--- src/rtl/alu_pkg.sv ---
// Operation codes shared by the ALU and every block that drives its func select.
package alu_pkg;

    localparam int unsigned FUNC_W = 3;

    localparam logic [FUNC_W-1:0] RA   = 3'd0;
    localparam logic [FUNC_W-1:0] RB   = 3'd1;
    localparam logic [FUNC_W-1:0] RADD = 3'd2;
    localparam logic [FUNC_W-1:0] RSUB = 3'd3;
    localparam logic [FUNC_W-1:0] RAND = 3'd4;
    localparam logic [FUNC_W-1:0] ROR  = 3'd5;
    localparam logic [FUNC_W-1:0] RXOR = 3'd6;
    localparam logic [FUNC_W-1:0] RMLT = 3'd7;

endpackage : alu_pkg

--- src/rtl/alu.sv ---
// Purely combinational N-bit ALU with zero flag.
//   clk    : clock (interface uniformity only, no state is clocked)
//   reset  : async active-high reset (interface uniformity only, outputs ignore it)
//   a, b   : two's-complement operands; b is a signed Q1.(N-1) fraction for RMLT
//   func   : operation select, codes in alu_pkg
//   result : operation result, valid in the same cycle as the inputs
//   ZF     : high exactly when result is zero
module alu
    import alu_pkg::*;
#(
    parameter int unsigned N = 8
) (
    input  logic              clk,
    input  logic              reset,
    input  logic [N-1:0]      a,
    input  logic [N-1:0]      b,
    input  logic [FUNC_W-1:0] func,
    output logic [N-1:0]      result,
    output logic              ZF
);

    localparam int unsigned PW = 2 * N;

    logic signed [PW-1:0] w_a_ext;
    logic signed [PW-1:0] w_b_ext;
    logic signed [PW-1:0] w_prod;
    logic        [N-1:0]  w_mlt;
    logic                 w_unused;

    // Full-width signed product; the fractional scale is removed by bit selection.
    assign w_a_ext = {{N{a[N-1]}}, a};
    assign w_b_ext = {{N{b[N-1]}}, b};
    assign w_prod  = w_a_ext * w_b_ext;

    // Arithmetic shift right by N-1 keeping N bits: floor, no rounding, no saturation.
    assign w_mlt = w_prod[PW-2:N-1];

    // clk, reset and the discarded product bits intentionally do not reach the outputs.
    assign w_unused = ^{clk, reset, w_prod[PW-1], w_prod[N-2:0]};

    // Operation select.
    always_comb begin
        result = a;
        case (func)
            RA:   result = a;
            RB:   result = b;
            RADD: result = a + b;
            RSUB: result = a - b;
            RAND: result = a & b;
            ROR:  result = a | b;
            RXOR: result = a ^ b;
            RMLT: result = w_mlt;
            default: result = a;
        endcase
    end

    assign ZF = (result == '0);

endmodule : alu

--- config.mk ---
export PLATFORM = sky130hd
export DESIGN_NAME = alu
export DESIGN_NICKNAME = d
export VERILOG_FILES = /design/src/rtl/alu_pkg.sv /design/src/rtl/alu.sv
export SDC_FILE = /design/constraint.sdc
export NUM_CORES = 1
export LEC_CHECK = 0
export ABC_CLOCK_PERIOD_IN_PS = 6100
export CORE_UTILIZATION = 30
export DETAILED_ROUTE_END_ITERATION = 10
export DONT_BUFFER_PORTS = 1
export GPL_ROUTABILITY_DRIVEN = 0
export SYNTH_ARGS = -nofsm -noshare
export SYNTH_HDL_FRONTEND = slang
export SYNTH_SLANG_ARGS = --single-unit
--- constraint.sdc ---
create_clock -name vclk -period 6.1
set_input_delay 0 -clock vclk [all_inputs]
set_output_delay 0 -clock vclk [all_outputs]
set_load 0.05 [all_outputs]
# [After elaboration in Yosys (flattened, before gate mapping)]
# Cells that the tools add are included.
[classes] addsub=2 n_eq_ne=7 n_mul=1 n_reduce_logical=2 div_mod_pow=0 magnitude_cmp=0 n_mux=1 shift=0 bitwise=3
[ops] op="8-bit one-hot mux with 8 select lines" n=1
[ops] op="8-bit by 8-bit multiplier with 15-bit output" n=1
[ops] op="3-bit equality test (second input constant)" n=4
[ops] op="8-bit adder" n=1
[ops] op="8-bit bitwise AND" n=1
[ops] op="8-bit logical NOT" n=1
[ops] op="8-bit OR" n=1
[ops] op="8-bit subtractor" n=1
[ops] op="8-bit XOR" n=1
[ops] op="3-bit by 2-bit equality test with 1-bit output (second input constant)" n=2
[ops] op="3-bit by 1-bit equality test with 1-bit output (second input constant)" n=1
[ops] op="3-bit logical NOT" n=1
[word_totals] mem_bits_ro=0 reg_bits=0 memories=0 inputBits=21 elab_cells=16 ramBits=0 latch_bits=0 output_inout_bits=9

# [Longest topological paths before layout]
# Gate-level depths: netlist of run 1.
[depth] word_depth=3 ltp_mapped=20 ltp_nobuf=19

# [Worst setup path after synthesis of run 1]
# Ideal clock, no wire load.
[synth_path] kind="input to output" from="input port b[4]" to="output port ZF" arrival_ps=5686 cell_stages=20 n_path_buf=1 slack_ps=414 path_cell_list="clkbuf_1 -> inv_1 -> nor2_1 -> fa_1 -> inv_1 -> fa_1 -> inv_1 -> fa_1 -> inv_1 -> fa_1 -> inv_1 -> ha_1 -> nand4b_1 -> o211ai_2 -> or4_4 -> a221oi_4 -> o21ai_1 -> xnor2_1 -> a221o_1 -> nor4_2"
[synth_via] elab_chain_len=3 word_cells_on_any_way=8 classes_between="add/sub (2); mul (1); mux (1); bitwise (3); reduce/logical (1)"
[synth_lines] element="from (decl)" line="alu.sv:16" source="input logic [N-1:0] b,"
[synth_lines] element="8-bit by 8-bit multiplier with 15-bit output (tied with other cells)" line="alu.sv:33" source="assign w_prod = w_a_ext * w_b_ext;"
[synth_lines] element="8-bit one-hot mux with 8 select lines (*)" line="alu.sv:44" source="case (func)"
[synth_lines] element="via result[7]" line="alu.sv:18" source="output logic [N-1:0] result,"
[synth_lines] element="8-bit logical NOT (*)" line="alu.sv:57" source="assign ZF = (result == '0);"
[synth_lines] element="to (decl)" line="alu.sv:19" source="output logic ZF"
# Mark *: on every way through the listed nets, which the timed path passes. The rest lies on a longest branch.

# [Worst setup path in the final report of run 1]
[layout_path] from="input port a[3]" to="output port ZF"
[layout_via] elab_chain_len=3 word_cells_on_any_way=8 classes_between="add/sub (2); mul (1); mux (1); bitwise (3); reduce/logical (1)"
[layout_lines] element="from (decl)" line="alu.sv:15" source="input logic [N-1:0] a,"
[layout_lines] element="8-bit by 8-bit multiplier with 15-bit output (tied with other cells)" line="alu.sv:33"
[layout_lines] element="8-bit one-hot mux with 8 select lines (*)" line="alu.sv:44"
[layout_lines] element="via result[7]" line="alu.sv:18"
[layout_lines] element="8-bit logical NOT (*)" line="alu.sv:57"
# Marked as above.

==> impl_results.md, run 1 <==
* N_diodes at 0
* Max frequency at 0.1860 GHz
* Power per standard cell area at 265.5 mW/mm^2
* FF+latch count at 0
* Maximum number of pins on one net before global-route repair at 34
* Warning count from the yosys run at 0
* Biggest fanout along the worst timing path at 6
* Routed WL at a little over 8 mm
* Yosys top cell by area: fa_1
* Element type at the critical path end: primary output
* Share of the clock period used by the worst path after layout at 88.13%
* Post-synthesis cell count at roughly 430
* Post-route ant nets at 0
* Design Power at between 900 and 1000 uW
* Worst Hold Class: input port to primary output
* Vias/cell at 4.946
* Proportion of power drawn by combinational gates at 100.0%
* Flip-flop and latch area at 0 sq um
* Final Util at between 30% and 40%
* Headroom to the max-slew limit at between 60% and 70%
* Number of hold violations in the final report at 0
* Part of the Yosys area used for sequential elements at 0%
* Static Leakage at ~0.0018 uW
* Estimated wirelength of the detail-placed design at 6.987 mm
* First-iteration detailed-routing DRC count at approximately 110
* Net Switching at between 500 and 600 uW
* Core Region at roughly 0.011 sq mm
* Kind of launch point of the worst setup path: input port
* Row count at 38
* Wire length of the first global-routing pass at ~14 mm
* Die outline width at ~110 um
* Largest vdd supply drop at between 0.2 and 0.3 mV
* Min Clock Period, post-route at 5.376 ns
* Main combinational cell family by area after synthesis: adder cells
* Syn Std Cell Area at ~0.0034 sq mm
* Final total negative setup slack at 0 ns
* Power Internal at ~390 uW
* Via count at between 2000 and 3000
* Resized Gates After CTS at 0
* Total global-route track usage at around 15%
* Area added between synthesis and finish at 4.815%
* Average detailed-routed wire length per instance at 14.62 um
* Simple-gate portion of the synthesized area at approximately 17%
* Share of cell area taken by muxes after synthesis at under 10%
* Input/output buffers at 0
* Drt pass-1 iters at 4
* Mean cell area of the mapped netlist at around 7.9 sq um
* Cell types with the largest area share after synthesis: fa_1 (30%), ha_1 (18%), inv_1 (10%)
* Number of nets in the layout at approximately 540
* Top-level port count at 30
* Clock buffer instance count of the final layout at 0
* Sw Share at 58.68%
* Height of the die at approximately 110 um
* Number of antenna violations at the first check in global routing at 0
* Adder-cell area share of the yosys netlist at around half
* Proportion of layout cells with a drive suffix above 1 at under 10%
* Proportion of power drawn by the clock network at 0%
* Max-cap violations at 0
* Effective utilization at floorplan at around 31%
* Synthesized netlist net count at around 550
* RSZ-0062 raised after global routing: no
* Number of fill cells in the layout at about 1200
* Area fraction in compound gates after synthesis at between 10% and 20%
* Final setup violation count at 0
* Setup repair bufs after CTS at 0
* Kind of critical path: input port to primary output
* Worst-Margin Slew at just under 0.6 ns
* Critical Path AT at ~5.4 ns
* Sequential fraction of design power at 0%
* Number of global-route vias before repair at between 2000 and 3000
* Required time of the critical path at slightly above 6 ns
* Final max-slew violation count at 0
* Grt total ovfl at 0
* Number of buffers added to fix hold violations after cts at 0
* Post-synthesis xor/xnor area fraction at 5.963%
* DRC Markers at 0
* Share of the synthesized area in the top cell type at 30.22%
* Result of the run: completed
* Distinct cell type count after synthesis at 57
* Overall die area at roughly 0.012 sq mm
==> synth_stat cells, types with 2 or more instances <==
cell type	instances
fa_1	51
buf_2	7
clkinv_1	3
ha_1	49
nor4_1	2
o211ai_1	2
o41ai_1	2
o21ai_0	12
and2_1	2
o21ai_1	3
nand2_1	30
nor2b_1	6
mux2i_1	10
or3_1	3
nor2_1	54
nor3_1	6
a31oi_1	6
a211oi_1	5
nand3_1	4
o31ai_1	2
xor2_1	3
inv_1	93
xnor2_1	20
a21o_1	2
and3_1	3
nand2b_1	2
clkbuf_1	6
a21oi_1	10
==> layer usage <==
layer	routed length (um)	part of all wire, %	vias up	track usage, %
met5	0	0	-	0
met4	53	0.65	0	0.8806
met3	362	4.4	6	1.326
met2	4030	49	46	27.39
met1	3742	46	1365	20.17
li1	-	-	1353	-
==> metrics by stage <==
stage               hold slack (ns)  setup slack [ns]  cells  area [sq um]
global placement             0.3227            0.7129    560          3541
floorplan                    0.3985            0.4142    427          3378
global route                 0.3321            0.5073    560          3541
CTS                          0.3164            0.6804    560          3541
finish                       0.3177            0.7243    560          3541
detailed placement           0.3179            0.6978    560          3541
==> cells by family (layout without fill, tap and decap cells) <==
kind of cell	Yosys count	count (layout)
muxes	11	11
xor gates and xnor gates	23	23
adders and majority gates	100	100
AOI/OAI and AO/OA	62	62
and+or+nand+nor	122	122
buffers and inverters	109	102
==> area by class of cell <==
class	count	area, sq um	area share [%]
multi-input combinational	318	2960	83.60
inverter	96	360.3	10.18
tap	140	175.2	4.947
timing repair buffer	6	45.04	1.272
==> power groups by stage <==
stage	sequential, uW	clock (uW)	combinational (uW)
2_1_floorplan	0	0	758
3_3_place_gp	0	0	929
3_5_place_dp	0	0	951
4_1_cts	0	0	956
5_1_grt	0	0	1060
6_report	0	0	940
==> final timing paths <==
kind | start | end | cells past startpoint | slack [ns]
worst min-delay path | func[2] | result[2] | 3 | 0.32
worst max-delay path | a[3] | ZF | 20 | 0.72
==> worst max-delay path, stage by stage <==
cell and delay [ns]:
inv_1 0.16, nor2_1 0.10, fa_1 0.53, inv_1 0.05, fa_1 0.47, inv_1 0.05, fa_1 0.53, inv_1 0.05
fa_1 0.54, inv_1 0.04, ha_1 0.36, nand4b_1 0.15, o211ai_2 0.11, or4_4 0.48, a221oi_4 0.35, o21ai_1 0.14
xnor2_1 0.15, a221o_1 0.57, nor4_2 0.29, buf_4 0.24
==> cell usage in the layout (no fill, tap or decap), types with 3 or more instances in the layout <==
| master | n |
|---|---|
| inv_1 | 93 |
| nor2_1 | 54 |
| fa_1 | 51 |
| ha_1 | 49 |
| nand2_1 | 30 |
| xnor2_1 | 20 |
| o21ai_0 | 11 |
| a21oi_1 | 10 |
| mux2i_1 | 10 |
| a31oi_1 | 6 |
| nor2b_1 | 6 |
| nor3_1 | 6 |
| buf_4 | 6 |
| a211oi_1 | 5 |
| nand3_1 | 4 |
| o21ai_1 | 4 |
| and3_1 | 3 |
| or3_1 | 3 |
| xor2_1 | 3 |
| clkinv_1 | 3 |
Power figures use the tool's default switching activity.
==> run 2, diff against run 1 <==
- CORE_MARGIN: not set -> 5
- CORE_UTILIZATION: 30 -> 40
==> run 2 against run 1 <==
Against the previous run: final area is 1.4% lower; global-route usage is 1.8 points higher; non-clock buffer count is 1 lower; routed wire length is 1.5% lower; die area is 11% lower; maximum frequency is 3.5% lower; critical path depth is 1 lower; sequential cell count stayed put.
==> impl_results.md, run 2 (same netlist as run 1, synthesis figures left out) <==
* Wire length of the first global-routing pass at 14.17 mm (about the same)
* Max-cap violations at 0 (unchanged)
* First-iteration detailed-routing DRC count at 162 (+53%)
* Number of buffers added to fix hold violations after cts at 0 (unchanged)
* Number of global-route vias before repair at 2858 (-2.7%)
* Required time of the critical path at 6.10 ns (about the same)
* Element type at the critical path end: primary output
* Kind of cell adding the most delay to the critical path: adder cells
* Overall die area at 0.01038 sq mm (-11%)
* Most common library cell in the layout ignoring fill and taps: inv_1
* Worst-Margin Slew at 1.186 ns (+0.6021 ns)
* Flip-flop and latch area at 0 sq um (unchanged)
* Height of the die at 101.9 um (-5.7%)
* Number of hold violations in the final report at 0 (unchanged)
* Total global-route track usage at 16.86% (+1.8 points)
* Estimated wirelength of the detail-placed design at 6.996 mm (+0.13%)
* Share of the clock period used by the worst path after layout at 91.36% (+3.2 points)
* FF+latch count at 0 (unchanged)
* Final setup violation count at 0 (unchanged)
* Final max-slew violation count at 0 (unchanged)
* Critical-path top delay cell: o22ai_1
* Cell breakdown of the critical path: inv_1 > nand2_1 > fa_1 > fa_1 > inv_1 > fa_1 > inv_1 > fa_1 > inv_1 > ha_1 > nand4b_1 > o211ai_2 > or4_4 > a221oi_4 > o21bai_2 > xnor2_1 > o22ai_1 > nor4_2 > buf_4
* Routed WL at 8.064 mm (-1.5%)
* Result of the run: completed
* Average detailed-routed wire length per instance at 15.39 um (+5.3%)
* Row count at 33 (-13%)
* Grt total ovfl at 0 (unchanged)
* Largest vdd supply drop at 0.2440 mV (-4.5%)
* Instance area after placement at 0.003490 sq mm (-1.4%)
* Top-level port count at 30 (unchanged)
* Number of nets in the layout at 542 (-0.18%)
* Commonest cells after routing, fill and taps aside: inv_1 (93), nor2_1 (54), fa_1 (51), ha_1 (49), nand2_1 (30)
* Maximum number of pins on one net before global-route repair at 34 (unchanged)
* Drt pass-1 iters at 4 (unchanged)
* RSZ-0062 raised after global routing: no
* DRC Markers at 0 (unchanged)
* Headroom to the max-slew limit at 20.90% (-40 points)
* Proportion of layout cells with a drive suffix above 1 at 4.057% (-0.23 points)
* Number of buffer and inverter stages on the critical path at 5 (-1)
* Post-Layout Inst Area at 0.003490 sq mm (-1.4%)
* Min Clock Period, post-route at 5.573 ns (+0.1973 ns)
* Biggest cell delay along the critical path at 0.90 ns (+0.33 ns)
* Core Region at 0.008217 sq mm (-25%)
* Static Leakage at 0.001753 uW (-0.27%)
* Effective utilization at floorplan at 41.11% (+10 points)
* Critical Path AT at 5.57 ns (+0.19 ns)
* Setup repair bufs after CTS at 0 (unchanged)
* Number of antenna violations at the first check in global routing at 0 (unchanged)
* Final total negative setup slack at 0 ns (unchanged)
* Clock buffer instance count of the final layout at 0 (unchanged)
* Worst Hold Class: input port to primary output
* Vias/cell at 5.170 (+4.5%)
* N_diodes at 0 (unchanged)
* Resized Gates After CTS at 0 (unchanged)
* Kind of critical path: input port to primary output
* Post-route ant nets at 0 (unchanged)
* Input/output buffers at 0 (unchanged)
* Max frequency at 0.1794 GHz (-3.5%)
* Area added between synthesis and finish at 3.296%
* Via count at 2709 (-2.2%)
* Power per standard cell area at 269.3 mW/mm^2 (+1.4%)
* Kind of launch point of the worst setup path: input port
* Biggest fanout along the worst timing path at 8 (+2)
* Die outline width at 101.9 um (-5.7%)
run 2: cell count changes in the layout (fill, tap and decap cells not counted), sizes merged:
| cell | change |
|---|---|
| buf | -1 |
run 2: worst paths after layout:
path                     from   endpoint  slack [ns]  cells after the start
worst max-delay path     a[0]         ZF        0.53                     19
worst min-delay path  func[2]  result[2]        0.31                      3
run 2: layout make-up:
class                           count  area (sq um)
Multi-Input combinational cell    318          2960
Fill cell                         867          4727
Inverter                           96         360.3
Timing Repair Buffer                5         37.54
Tap cell                          105         131.4
run 2: per-layer routing:
metal / share of wire [%] / track usage (%) / vias up
li1: - / - / 1358
met1: 45 / 23.53 / 1292
met2: 48 / 29.23 / 52
met3: 6.2 / 1.911 / 7
met4: 0.61 / 1.816 / 0
met5: 0 / 0 / -
run 2: power breakdown:
part | internal [uW] | switching (uW) | total, uW
combinational | 383 | 556 | 940
clock | 0 | 0 | 0
sequential | 0 | 0 | 0
run 2: per-stage QoR:
stage / total power (uW) / hold WS (ns) / utilization (%) / worst slack [ns] / std cells
floorplan: 758.1 / 0.3985 / - / 0.4142 / 427
detailed placement: 948.2 / 0.3071 / 42.47 / 0.4892 / 524
global route: 1052 / 0.3279 / 42.47 / 0.3071 / 524
global placement: 929.8 / 0.3120 / 42.47 / 0.5807 / 524
finish: 939.7 / 0.3062 / 42.47 / 0.5269 / 524
CTS: 953.5 / 0.3060 / 42.47 / 0.4868 / 524
